File: config.mk
export PLATFORM = sky130hd
export DESIGN_NAME = reg_file_bypass
export DESIGN_NICKNAME = d
export VERILOG_FILES = /design/src/rtl/reg_file_bypass.sv
export SDC_FILE = /design/constraint.sdc
export NUM_CORES = 1
export LEC_CHECK = 0
export CORE_ASPECT_RATIO = 1.1
export CORE_MARGIN = 3
export CORE_UTILIZATION = 35
export DETAILED_ROUTE_END_ITERATION = 10
export RECOVER_POWER = 50
export SYNTH_ARGS = -nofsm -noshare
export SYNTH_HDL_FRONTEND = slang
export SYNTH_SLANG_ARGS = --single-unit
File: constraint.sdc
create_clock -name clk -period 4.7 [get_ports clk]
set_clock_uncertainty 0.1 [all_clocks]
set_input_delay 1.41 -clock clk [delete_from_list [all_inputs] [get_ports clk]]
set_output_delay 1.41 -clock clk [all_outputs]
set_load 0.03 [all_outputs]
File: src/rtl/reg_file_bypass.sv
// rtl/reg_file_bypass.sv - register file with two bypassed read ports and a busy scoreboard
module reg_file_bypass #(
  parameter int WIDTH    = 16,
  parameter int DEPTH    = 8,
  parameter int AW       = 3,
  parameter int ZERO_REG = 0
) (
  input  logic             clk,
  input  logic             rst,
  input  logic             we,
  input  logic [AW-1:0]    waddr,
  input  logic [WIDTH-1:0] wdata,
  input  logic [AW-1:0]    ra_addr,
  output logic [WIDTH-1:0] ra_data,
  output logic             ra_hazard,
  input  logic [AW-1:0]    rb_addr,
  output logic [WIDTH-1:0] rb_data,
  output logic             rb_hazard,
  input  logic             iss_valid,
  input  logic [AW-1:0]    iss_addr,
  output logic [DEPTH-1:0] busy
);

  logic [WIDTH-1:0] regs [DEPTH];
  logic [DEPTH-1:0] busy_q;
  logic             w_ok;
  logic             i_ok;
  logic             wr_hit;

  // An address is usable when it names a real register that is not the hard-wired zero.
  function automatic logic addr_ok(input logic [AW-1:0] a);
    return (int'({1'b0, a}) < DEPTH) && !((ZERO_REG != 0) && (a == '0));
  endfunction

  assign w_ok   = addr_ok(waddr);
  assign i_ok   = addr_ok(iss_addr);
  // A writeback only counts outside reset; reset suppresses bypass and hazard resolution.
  assign wr_hit = !rst && we && w_ok;

  // Port A: forward this cycle's writeback, else the stored value; unusable addresses read 0.
  always_comb begin
    ra_data   = '0;
    ra_hazard = 1'b0;
    if (wr_hit && (waddr == ra_addr)) begin
      ra_data = wdata;
    end else if (addr_ok(ra_addr)) begin
      ra_data   = regs[ra_addr];
      ra_hazard = !rst && busy_q[ra_addr];
    end
  end

  // Port B: same forwarding and hazard rules as port A.
  always_comb begin
    rb_data   = '0;
    rb_hazard = 1'b0;
    if (wr_hit && (waddr == rb_addr)) begin
      rb_data = wdata;
    end else if (addr_ok(rb_addr)) begin
      rb_data   = regs[rb_addr];
      rb_hazard = !rst && busy_q[rb_addr];
    end
  end

  // Storage: reset clears every register; a valid writeback updates one entry.
  always_ff @(posedge clk) begin
    if (rst) begin
      for (int i = 0; i < DEPTH; i++) begin
        regs[i] <= '0;
      end
    end else if (we && w_ok) begin
      regs[waddr] <= wdata;
    end
  end

  // Scoreboard: writeback clears first, then issue sets, so a same-address issue wins.
  always_ff @(posedge clk) begin
    if (rst) begin
      busy_q <= '0;
    end else begin
      if (we && w_ok) begin
        busy_q[waddr] <= 1'b0;
      end
      if (iss_valid && i_ok) begin
        busy_q[iss_addr] <= 1'b1;
      end
    end
  end

  assign busy = busy_q;

endmodule

# After elaboration in Yosys (flattened, before gate mapping)
# Memories as Yosys holds them, arrays and structs flattened.
# Cells that the tools add are included.
[classes]
n_bitwise = 3
mux = 23
reduce_logical = 9
n_eq_ne = 2
n_lt_le_gt_ge = 6
[ops]
columns = ["operator", "count"]
rows = [
  ["$mux W16", 3],
  ["$mux W8", 3],
  ["$lt A3 B4 Y1 const B", 4],
  ["$reduce_or A16 Y1", 1],
  ["$mux W1", 12],
  ["$and A8 B8 Y8", 1],
  ["$not A8 Y8", 1],
  ["$or A8 B8 Y8", 1],
  ["$logic_and A1 B1 Y1", 7],
  ["$bmux W1 S3", 2],
  ["$demux W1 S3", 2],
  ["$eq A3 B3 Y1", 2],
  ["$ge A3 B1 Y1 const B", 2],
  ["$mux W3", 1],
  ["$logic_not A1 Y1", 1],
]
[word_totals]
ramBits = 128
reg_bits = 8
n_memories = 1
elab_cells = 45
inputBits = 32
out_inout_bits = 42
[memory_table]
columns = ["name", "words", "width", "read_ports", "rd_clocked_by_memory_dff", "write_ports", "line_no", "source"]
rows = [
  ["regs", 8, 16, 2, 0, 8, "24", "logic [WIDTH-1:0] regs [DEPTH];"],
]

# Depth between registers and ports, before layout
[depth]
word_depth = 10
mapped_depth = 6
ltp_nobuf = 3

# Least setup slack after synthesis
# OpenSTA, ideal clock, no wires.
[synth_timing]
path_type = "input -> output"
startpoint = "in rb_addr[2]"
endpoint = "out rb_data[15]"
n_path_buf = 2
t_arrival_ps = 2872
required_time_ps = 3190
path_slack_ps = 318
cell_stages = 5
path_cell_list = "clkbuf_1 -> clkbuf_1 -> mux4_2 -> mux2_2 -> mux2_2"
[synth_via]
elab_chain_cells = 3
word_cells_on_any_way = 4
cone_classes = "eq/ne: 1; mux: 1; reduce/logical: 1; memory: 1"
[synth_lines]
columns = ["element", "line_no", "source"]
rows = [
  ["start: declaration", "16", "input logic [AW-1:0] rb_addr,"],
  ["parallel branches: the longest is 2 deep, another holds $mem_v2 Z8 W16", "n/a", ""],
  ["$mux W16 (*)", "56", "if (wr_hit && (waddr == rb_addr)) begin"],
  ["end: declaration", "17", "output logic [WIDTH-1:0] rb_data,"],
]
# Every way passes the cells marked *.

# Worst setup path in the final report
[layout_timing]
startpoint = "in waddr[2]"
endpoint = "out ra_data[12]"
[layout_via]
elab_chain_cells = 3
[layout_lines]
columns = ["element", "line_no", "source"]
rows = [
  ["start: declaration", "11", "input logic [AW-1:0] waddr,"],
  ["$eq A3 B3 Y1", "44", "if (wr_hit && (waddr == ra_addr)) begin"],
  ["$logic_and A1 B1 Y1", "44", ""],
  ["$mux W16", "44", ""],
  ["end: declaration", "14", "output logic [WIDTH-1:0] ra_data,"],
]
# Every way passes these cells.

==> flow_metrics.tcl <==
set metrics [dict create \
    startpoint_type "input port" \
    final_net_count 633 \
    finalWeightedCongestion 0.844 \
    synth_fp_nets 527 \
    drt_iter0_markers 360 \
    clock_tree.root_cell "sky130_fd_sc_hd__clkbuf_16" \
    grt_antenna_before_repair 0 \
    timing.critical_path.depth 9 \
    clk_transition_reported_paths_ps 60 \
    netlist-cell-type-count 31 \
    final_critical_path_setup_slack_ps 25.9 \
    power.sequential.fraction_pct 41.2 \
    post-route-cell-area_mm2 0.00995 \
    power_frac_comb_pct 17.3 \
    track_usage_pct 18.1 \
    achievable_frequency_mhz 214 \
    layout-drive-gt1-share_pct 29.6 \
    hold_ws_ps 399 \
    reg2regPathDepth 2 \
    post_synth_inst_count 495 \
    setup.reg_to_reg.worst_slack_ps 3830 \
    avgViaCountPerCell 5.40 \
    tritoncts "done" \
    max_cap_viol_count 0 \
    timing.critical_path.slowest_cell_delay_ps 390 \
    ir_worst_vdd_mv 0.244 \
    timing.slew.headroom_pct 2.68 \
    timing.setup.tns_ps 0 \
    cellInternalPower_mw 2.65 \
    clkLatencyLatePin_ps 410 \
    wl_per_cell_um 24.5 \
    drt_wl_total_mm 22.2 \
    slew_violations 0 \
    grt_pass1_vias 5193 \
    dp.final_hpwl_mm 14.2 \
    pre_cts_ws_ps -349 \
    power-per-cell-area_mw_per_mm2 353 \
    antennaDiodeCount 0 \
    detailroute.via_count 4913 \
    power.share.clock_pct 41.5 \
    die_h_um 164 \
    crit_slowest_cell "sky130_fd_sc_hd__clkdlybuf4s50_1" \
    power.static_leakage_nw 3.72 \
    timing_worst_slew_pin_value_ps 1460 \
    post_layout_instance_count_excluding_filler_cells 909 \
    p_switching_mw 0.856 \
    firstDrtPassIters 4 \
    setup_repair_after_global_routing_missed_its_margin "yes" \
    run_status "finished, final reports clean" \
    fin_total_pwr_mw 3.51 \
    average_instance_area_after_synthesis_um2 16.1 \
    timing.setup.critical_path_class "in2out" \
    yosys.area.top_type "sky130_fd_sc_hd__edfxtp_1" \
    final_ant_viol_nets 0 \
    power_switching_share_pct 24.4 \
    final_hold_viol_count 0 \
    critPathRequiredTime_ps 3190 \
    number_of_port_buffers 73 \
    finish.utilization_pct 44.9 \
    remaining_drc_errors 0 \
    fp.coreArea_mm2 0.0222 \
    top_level_pins 74 \
    floorplan.die_area_mm2 0.0246 \
    synth_seq_area_share_pct 50.3 \
    path_buf_inv 6 \
    path_max_fanout 6 \
    cp_data_arrival_time_ps 3160 \
    holdBufCountCts 0 \
    numClockSinks 136 \
    ys_warn_count 0 \
    synthDominantCellAreaShare_pct 48.3 \
    setup.worst_path.end_class "primary output" \
    synthesis.area_mm2 0.00795 \
    worst_hold_path_type "reg2reg" \
    area_growth_syn_to_layout_pct 25.1 \
    synthTopCellsByArea "sky130_fd_sc_hd__edfxtp_1 48%, sky130_fd_sc_hd__mux4_1 19%, sky130_fd_sc_hd__and2_1 10%" \
    period_share_pct 99.4 \
    placementRows 57 \
    mostFrequentLayoutCell "sky130_fd_sc_hd__edfxtp_1" \
    cts_made_buffers 17 \
    die-width_um 150 \
    cts_max_level 4 \
    grt_pass1_wl_mm 32.1 \
    setup_violations 0 \
    floorplan.initialDensity_pct 35.9 \
    ys_ff_latch 136 \
    dpl-instance-area_mm2 0.00918 \
    clk_path_buf_depth 2 \
    grt.overflow.total 0 \
    grt_start_max_net_pins 22 \
    layout_common_cells "128 x sky130_fd_sc_hd__edfxtp_1, 74 x sky130_fd_sc_hd__and2_1, 58 x sky130_fd_sc_hd__mux4_1" \
    worstPathCellList "clkdlybuf4s50_1 -> buf_4 -> xnor2_2 -> buf_4 -> nand4_1 -> buf_6 -> buf_12 -> mux2_2 -> buf_6" \
    period_needed_ps 4670 \
    critical-path-top-delay-family "buffers and inverters" \
    placed_cells_incl_taps 872 \
    hold-path-cell-count 2 \
]
## worst reg2reg max path: cells and delay by family, from the launching register on
kind / cells / cell delay [ps]
DFF: 1 / 340
AOI/OAI and AO/OA: 1 / 270
buffers and inverters: 1 / 50
## cells in the mapped netlist
cell type	number
sky130_fd_sc_hd__and2_1	128
sky130_fd_sc_hd__edfxtp_1	128
sky130_fd_sc_hd__mux4_1	59
sky130_fd_sc_hd__mux2_2	58
sky130_fd_sc_hd__clkbuf_1	18
sky130_fd_sc_hd__buf_6	14
sky130_fd_sc_hd__inv_1	10
sky130_fd_sc_hd__mux4_2	9
sky130_fd_sc_hd__nor2_1	9
sky130_fd_sc_hd__dfxtp_1	8
sky130_fd_sc_hd__mux2_4	8
sky130_fd_sc_hd__xnor2_1	6
sky130_fd_sc_hd__a31o_2	4
sky130_fd_sc_hd__nand2_1	4
sky130_fd_sc_hd__buf_2	3
sky130_fd_sc_hd__nand2b_1	3
sky130_fd_sc_hd__nand3b_1	3
sky130_fd_sc_hd__o21bai_1	3
sky130_fd_sc_hd__o32ai_1	3
sky130_fd_sc_hd__and3b_1	2
sky130_fd_sc_hd__nand4_1	2
sky130_fd_sc_hd__nor2b_1	2
sky130_fd_sc_hd__o21ai_0	2
sky130_fd_sc_hd__o22ai_1	2
sky130_fd_sc_hd__a21o_1	1
sky130_fd_sc_hd__a2bb2o_1	1
sky130_fd_sc_hd__nand3_1	1
sky130_fd_sc_hd__nor3_1	1
sky130_fd_sc_hd__nor3_2	1
sky130_fd_sc_hd__nor3b_1	1
sky130_fd_sc_hd__or3b_1	1
## state kept, by name, indices dropped and copies added (netlist names)
register and flops:
busy 8, regs 128
## logic make-up after synthesis
family / count (synthesis) / share of synthesized area [%]
buf+inv: 45 / 3.49
xor+xnor: 6 / 0.661
simple gates: 158 / 12.2
flops: 136 / 50.3
mux: 134 / 31.8
compound gates: 16 / 1.56
## path summary, 6_finish.rpt
| check | startpoint | end |
|---|---|---|
| setup / recovery | waddr[2] | ra_data[12] |
| hold / removal | busy[5] | busy[5] |
| setup reg to reg | busy[4] | busy[4] |
| hold reg to reg | busy[5] | busy[5] |
## repair_timing
action                                  in CTS  in global routing
cloned                                       2                  1
endpoints found under the setup margin      34                 15
endpoints found under the hold margin        0                  0
pin swaps                                    0                  1
gates resized for setup                     17                 16
buffers inserted                             1                  1
## per-layer routing
layer | up-vias | global-route usage, % | wire, um
met5 | - | 0 | 0
met4 | 0 | 5.41 | 438
met3 | 33 | 2.73 | 906
met2 | 138 | 34.7 | 12300
met1 | 2560 | 20.8 | 8610
li1 | 2182 | - | -
## power groups by stage
stage | combinational [mW] | clock (mW) | sequential (mW)
after CTS | 0.604 | 1.46 | 1.44
after detailed placement | 0.590 | 0 | 1.47
after floorplan | 0.371 | 0 | 1.45
final | 0.607 | 1.46 | 1.44
after global placement | 0.587 | 0 | 1.46
after global routing | 0.637 | 1.52 | 1.45
## final cells by class
| type | count | area (um2) |
|---|---|---|
| well taps | 295 | 369 |
| inverters | 10 | 37.5 |
| repair buffers | 122 | 1210 |
| multi-input cells | 314 | 3690 |
| clock buffers | 20 | 437 |
| flip-flops and latches | 136 | 4000 |
| fillers | 1938 | 12200 |
| clock inverters | 12 | 200 |
Power figures use the tool's default switching activity.
